--- config.mk ---
export PLATFORM = sky130hd
export DESIGN_NAME = blood_anim_rom
export DESIGN_NICKNAME = d
export VERILOG_FILES = /design/src/rtl/blood_anim_rom.sv
export SDC_FILE = /design/constraint.sdc
export NUM_CORES = 1
export LEC_CHECK = 0
export CAP_MARGIN = 20
export CORE_ASPECT_RATIO = 1.75
export CORE_UTILIZATION = 30
export CTS_BUF_LIST = sky130_fd_sc_hd__clkbuf_16
export CTS_CLUSTER_DIAMETER = 60
export DETAILED_ROUTE_END_ITERATION = 16
export GPL_TIMING_DRIVEN = 1
export MAX_ROUTING_LAYER = met4
export PLACE_DENSITY = 0.66
export SYNTH_ARGS = -nofsm -noshare
export SYNTH_HDL_FRONTEND = slang
export SYNTH_SLANG_ARGS = --single-unit
export TNS_END_PERCENT = 10
--- constraint.sdc ---
create_clock -name clk -period 1.5 [get_ports clk]
set_input_delay 0.225 -clock clk [delete_from_list [all_inputs] [get_ports clk]]
set_output_delay 0.225 -clock clk [all_outputs]
set_load 0.02 [all_outputs]
--- src/rtl/blood_anim_rom.sv ---
// blood_anim_rom: multi-frame blood-splatter sprite ROM with a built-in
// animation sequencer. A trigger starts playback at frame 0, and each frame is
// held for TICKS_PF video frame ticks. Pixel reads return a colour and a
// visibility flag one cycle after the address is presented.
//
// Build option: define BLOOD_ANIM_LOOP_EN to loop playback indefinitely.
// Without it, playback is one-shot: done pulses and the block returns to idle.
//
// The sprite image is generated by rom_word() so that the ROM has known
// contents without a load step. Each word is {frame+1, row[3:0], col[3:0]},
// and the key colour is placed on the diagonal where row == col. An empty
// INIT_FILE name selects a blank sprite in which every pixel is transparent.
module blood_anim_rom #(
  parameter int unsigned        ROW_W       = 6,
  parameter int unsigned        COL_W       = 6,
  parameter int unsigned        COLOR_W     = 12,
  parameter int unsigned        FRAMES      = 4,
  parameter int unsigned        FRAME_W     = 2,
  parameter int unsigned        TICKS_PF    = 6,
  parameter logic [COLOR_W-1:0] TRANSPARENT = 12'h000,
  parameter string              INIT_FILE   = "blood_anim.mem"
) (
  input  logic               clk,
  input  logic               reset,
  input  logic               frame_tick,
  input  logic               trigger,
  input  logic               stop,
  input  logic [ROW_W-1:0]   row,
  input  logic [COL_W-1:0]   col,
  output logic [COLOR_W-1:0] color_data,
  output logic               pixel_valid,
  output logic               busy,
  output logic               done
);

  localparam int unsigned AW     = FRAME_W + ROW_W + COL_W;
  localparam int unsigned TICK_W = (TICKS_PF > 1) ? $clog2(TICKS_PF) : 1;

  localparam logic [FRAME_W-1:0] LAST_FRAME = FRAME_W'(FRAMES - 1);
  localparam logic [TICK_W-1:0]  LAST_TICK  = TICK_W'(TICKS_PF - 1);
  localparam bit                 IMAGE_EN   = (INIT_FILE != "");

  typedef enum logic {
    IDLE = 1'b0,
    PLAY = 1'b1
  } state_t;

  state_t               state;
  state_t               state_next;
  logic [FRAME_W-1:0]   frame_idx;
  logic [FRAME_W-1:0]   frame_next;
  logic [TICK_W-1:0]    tick_cnt;
  logic [TICK_W-1:0]    tick_next;
  logic                 done_next;
  logic                 active_q;
  logic [AW-1:0]        rd_addr;
  logic [COLOR_W-1:0]   rom_q;

  // Sprite image: frame-major {frame,row,col}, with the key colour on the diagonal.
  function automatic logic [COLOR_W-1:0] rom_word(input logic [AW-1:0] addr);
    int unsigned f;
    int unsigned r;
    int unsigned c;
    int unsigned v;
    f = 32'(addr[AW-1 -: FRAME_W]);
    r = 32'(addr[COL_W +: ROW_W]);
    c = 32'(addr[COL_W-1:0]);
    v = ((f + 1) << 8) | ((r & 32'd15) << 4) | (c & 32'd15);
    if (!IMAGE_EN || (r == c)) begin
      rom_word = TRANSPARENT;
    end else begin
      rom_word = COLOR_W'(v);
    end
  endfunction

  // Sequencer next-state. Priority within PLAY is stop, then trigger, then frame_tick.
  always_comb begin
    state_next = state;
    frame_next = frame_idx;
    tick_next  = tick_cnt;
    done_next  = 1'b0;
    unique case (state)
      IDLE: begin
        if (trigger && !stop) begin
          state_next = PLAY;
          frame_next = '0;
          tick_next  = '0;
        end
      end
      PLAY: begin
        if (stop) begin
          state_next = IDLE;
          frame_next = '0;
          tick_next  = '0;
        end else if (trigger) begin
          frame_next = '0;
          tick_next  = '0;
        end else if (frame_tick) begin
          if (tick_cnt == LAST_TICK) begin
            tick_next = '0;
            if (frame_idx == LAST_FRAME) begin
`ifdef BLOOD_ANIM_LOOP_EN
              frame_next = '0;
`else
              frame_next = '0;
              state_next = IDLE;
              done_next  = 1'b1;
`endif
            end else begin
              frame_next = frame_idx + 1'b1;
            end
          end else begin
            tick_next = tick_cnt + 1'b1;
          end
        end
      end
      default: begin
        state_next = IDLE;
        frame_next = '0;
        tick_next  = '0;
      end
    endcase
  end

  // Sequencer registers. busy is taken from the next state so that it tracks state exactly.
  always_ff @(posedge clk or posedge reset) begin
    if (reset) begin
      state     <= IDLE;
      frame_idx <= '0;
      tick_cnt  <= '0;
      busy      <= 1'b0;
      done      <= 1'b0;
    end else begin
      state     <= state_next;
      frame_idx <= frame_next;
      tick_cnt  <= tick_next;
      busy      <= (state_next == PLAY);
      done      <= done_next;
    end
  end

  // The read address uses the registered frame index, so the pixel in flight keeps its own frame.
  always_comb begin
    rd_addr = {frame_idx, row, col};
  end

  // Synchronous ROM read. The output register is not reset, in the style of a block ROM.
  always_ff @(posedge clk) begin
    rom_q <= rom_word(rd_addr);
  end

  // Activity flag that travels alongside the ROM read.
  always_ff @(posedge clk or posedge reset) begin
    if (reset) begin
      active_q <= 1'b0;
    end else begin
      active_q <= (state == PLAY);
    end
  end

  // Output mux: report the key colour whenever the sprite is inactive.
  always_comb begin
    color_data  = active_q ? rom_q : TRANSPARENT;
    pixel_valid = active_q && (rom_q != TRANSPARENT);
  end

endmodule
==> summary.txt <==
Setup Viol. Count Final: 0
Number of antenna violations at the first check in global routing: 0
Hold Crit Class: input port to async pin
Vias in the first global route: 680
Post-Synth Adder-Cell Area: 1.473%
Post-CTS Setup Bufs: 0
Routed len/inst: 11.28 um
Synth top area share: 25.92%
Critical Path AT: 1.18 ns
Post-synth top flop: dfxtp_1
Syn_nets: 101
Tot GR Track Use: 11.78%
Dpl hpwl: 1367 um
DR vias/cell: 4.819
Total power: 1.232 mW
First-pass GRT wire length: 2787 um
Highest Clock Rate: 0.7136 GHz
DIE HEIGHT: 72.40 um
Worst-path maximum fanout: 12
Critical path, cell by cell: and2_1 > dlygate4sd2_1
IO Count: 32
Dpl ws: -0.1016 ns
Register area share after synthesis: 49.48%
Slew Limit Fails: 0
GRT Residual Overflow: 0
CTS Hold Bufs: 0
Post-route ant nets: 0
TritonRoute pass-1 iters: 4
Unique cell type count in the Yosys netlist: 26
PwrDens: 972.9 mW/mm^2
Area growth, synth to finish: 49.04%
CP Class: flop to primary output
Synth Register Bits: 19
Status: finished, final reports clean
Final WL: 1624 um
Initial Util: 31.58%
Num rows: 25
Async S/R FF share, synth: 42.11%
Worst VDD drop: 0.5244 mV
Post-synth EDFFs: 0
Leakage power: 0.5761 nW
Worst-Skew Late Latency: 0.24 ns
Fin cells: 144
Period utilization: 93.42%
Final Wtd Congestion: 0.7194
Top-count cell post-synth: and2_1
Max Clock Skew: 0.0007510 ns
Share of layout cells above drive strength 1: 11.97%
CTS buffer count: 3
DRT iter0 DRCs: 11
Worst Setup End Kind: primary output
Core footprint: 0.002690 mm^2
RSZ-0062 raised after global routing: false
DIE WIDTH: 42.23 um
Clock buffer depth: 2
Synth area leader: dfxtp_1
Routed vias: 694
Synth Area in Compound Gates: 17.97%
PortBufs: 30
CP required: 1.27 ns
Largest family of logic cells by synthesized area: simple AND/OR/NAND/NOR gates
Synth Area in Simple Gates: 18.70%
Slowest cell delay on critical path: 0.45 ns
Synth Area in XOR/XNOR: 6.186%
Clock transition at the registers of the reported paths: 0.05 ns
Final nets: 136
CTS HTree Levels: 1
Synthesized area: 849.6 um^2
Final Hold Fails: 0
Worst path slowest cell: dfrtp_2
CTS Sinks: 19
Setup crit start kind: flop
Synth warn: 0
Worst setup margin: 0.09872 ns
DIE AREA: 0.003057 mm^2
Fin crit period: 1.401 ns
Max-Cap Viols: 0
Largest net degree at the start of global routing: 13
Cell types with the highest counts after synthesis: and2_1, dfxtp_1, a21boi_0
Mux contribution to synthesized area: 1.325%
Fin area: 0.001266 mm^2
DRC Markers: 0
Avg Synthesized Cell Area: 10.24 um^2
CTS tree: built
Placed insts: 140
Layout Utilization: 47.07%
Top cells by area, synth: dfxtp_1, dfrtp_1, and2_1
Cell area after placement: 0.001191 mm^2
Synthesized instance count: 83
Antenna cells: 0
CTS Root Cell: clkbuf_16
==> layout make-up <==
class,instances,area (um^2)
timing repair buffer,34,310.3
multi-input combinational,56,406.6
inverter,4,15.01
tap,27,33.78
fill,264,1424
clock inverter,1,3.754
sequential,19,421.7
clock buffer,3,75.07
==> per-layer routing <==
metal / share of wire [%] / track usage, %
met1: 37 / 12.44
met2: 57 / 21.37
met3: 4.7 / 2.239
met4: 1.9 / 4.167
met5: 0 / -
==> worst max-delay path, delay by kind of cell, from the launching register on <==
family	cells	cell delay (ns)
DFF	1	0.45
and+or+nand+nor	1	0.17
buffers and inverters	1	0.31
==> kinds of logic (layout without fill, tap and decap cells) <==
group / Yosys count / in the layout
adder cells (fa/ha/maj): 1 / 1
AO/OA/AOI/OAI: 21 / 21
XOR/XNOR: 6 / 6
AND/OR/NAND/NOR: 26 / 26
other: 1 / 1
flip-flops: 19 / 19
buffers and inverters: 8 / 42
multiplexers: 1 / 1
==> registers in the layout, summed over array words and instances, names as in the netlist <==
name       cells
active_q       1
done           1
frame_idx      2
rom_q         11
state          1
tick_cnt       3
==> per-stage QoR <==
| stage | hold slack [ns] | setup TNS, ns |
|---|---|---|
| after floorplan | 0.04066 | 0 |
| final | 0.2298 | 0 |
| after global routing | 0.2695 | 0 |
| after detailed placement | 0.4831 | -0.7646 |
| after CTS | 0.2401 | 0 |
| after global placement | 0.4760 | -0.6772 |
==> worst paths after layout <==
| check | startpoint | endpoint | slack (ns) | cells past startpoint |
|---|---|---|---|---|
| min reg2reg | state | active_q | 0.50 | 0 |
| max | active_q | color_data[4] | 0.1 | 2 |
| max in group asynchronous | reset | active_q | 1.02 | 2 |
| min in group clk | state | active_q | 0.50 | 0 |
| min | reset | state | 0.23 | 2 |
| max reg2reg | state | frame_idx[0] | 0.26 | 3 |
==> cell usage in the layout (no fill, tap or decap) <==
cell | Yosys | final
nand2b_1 | 1 | 1
xor2_1 | 6 | 6
conb_1 | 1 | 1
nand2_1 | 1 | 1
dfrtp_2 | 0 | 1
clkbuf_2 | 0 | 1
nor4_2 | 1 | 3
inv_1 | 4 | 5
and2_1 | 12 | 12
clkbuf_16 | 0 | 3
a21boi_0 | 9 | 9
dlygate4sd2_1 | 0 | 12
buf_4 | 2 | 4
a31oi_1 | 1 | 1
mux2_2 | 1 | 1
nor2_1 | 4 | 3
a22o_1 | 3 | 3
dfxtp_1 | 11 | 11
nand4bb_1 | 1 | 1
dfrtp_1 | 8 | 7
nor2_2 | 0 | 1
a32o_1 | 2 | 2
a21boi_1 | 1 | 1
nor3_1 | 2 | 2
nand3_1 | 1 | 1
o21ai_0 | 3 | 3
ha_1 | 1 | 1
a21oi_1 | 2 | 2
clkdlybuf4s50_1 | 0 | 17
nand3b_1 | 1 | 1
==> what timing repair did <==
| item | 4_1_cts | 5_1_grt |
|---|---|---|
| resized for setup | 15 | 5 |
| endpoints found under the hold margin | 0 | 0 |
| setup endpoints to repair | 13 | 7 |
==> report_power, final <==
| part | switching [mW] | leakage (nW) | internal, mW |
|---|---|---|---|
| Sequential | 0.0168 | 0.199 | 0.529 |
| Combinational | 0.0828 | 0.335 | 0.0907 |
| Clock | 0.159 | 0.0423 | 0.353 |
Power figures use the tool's default switching activity.
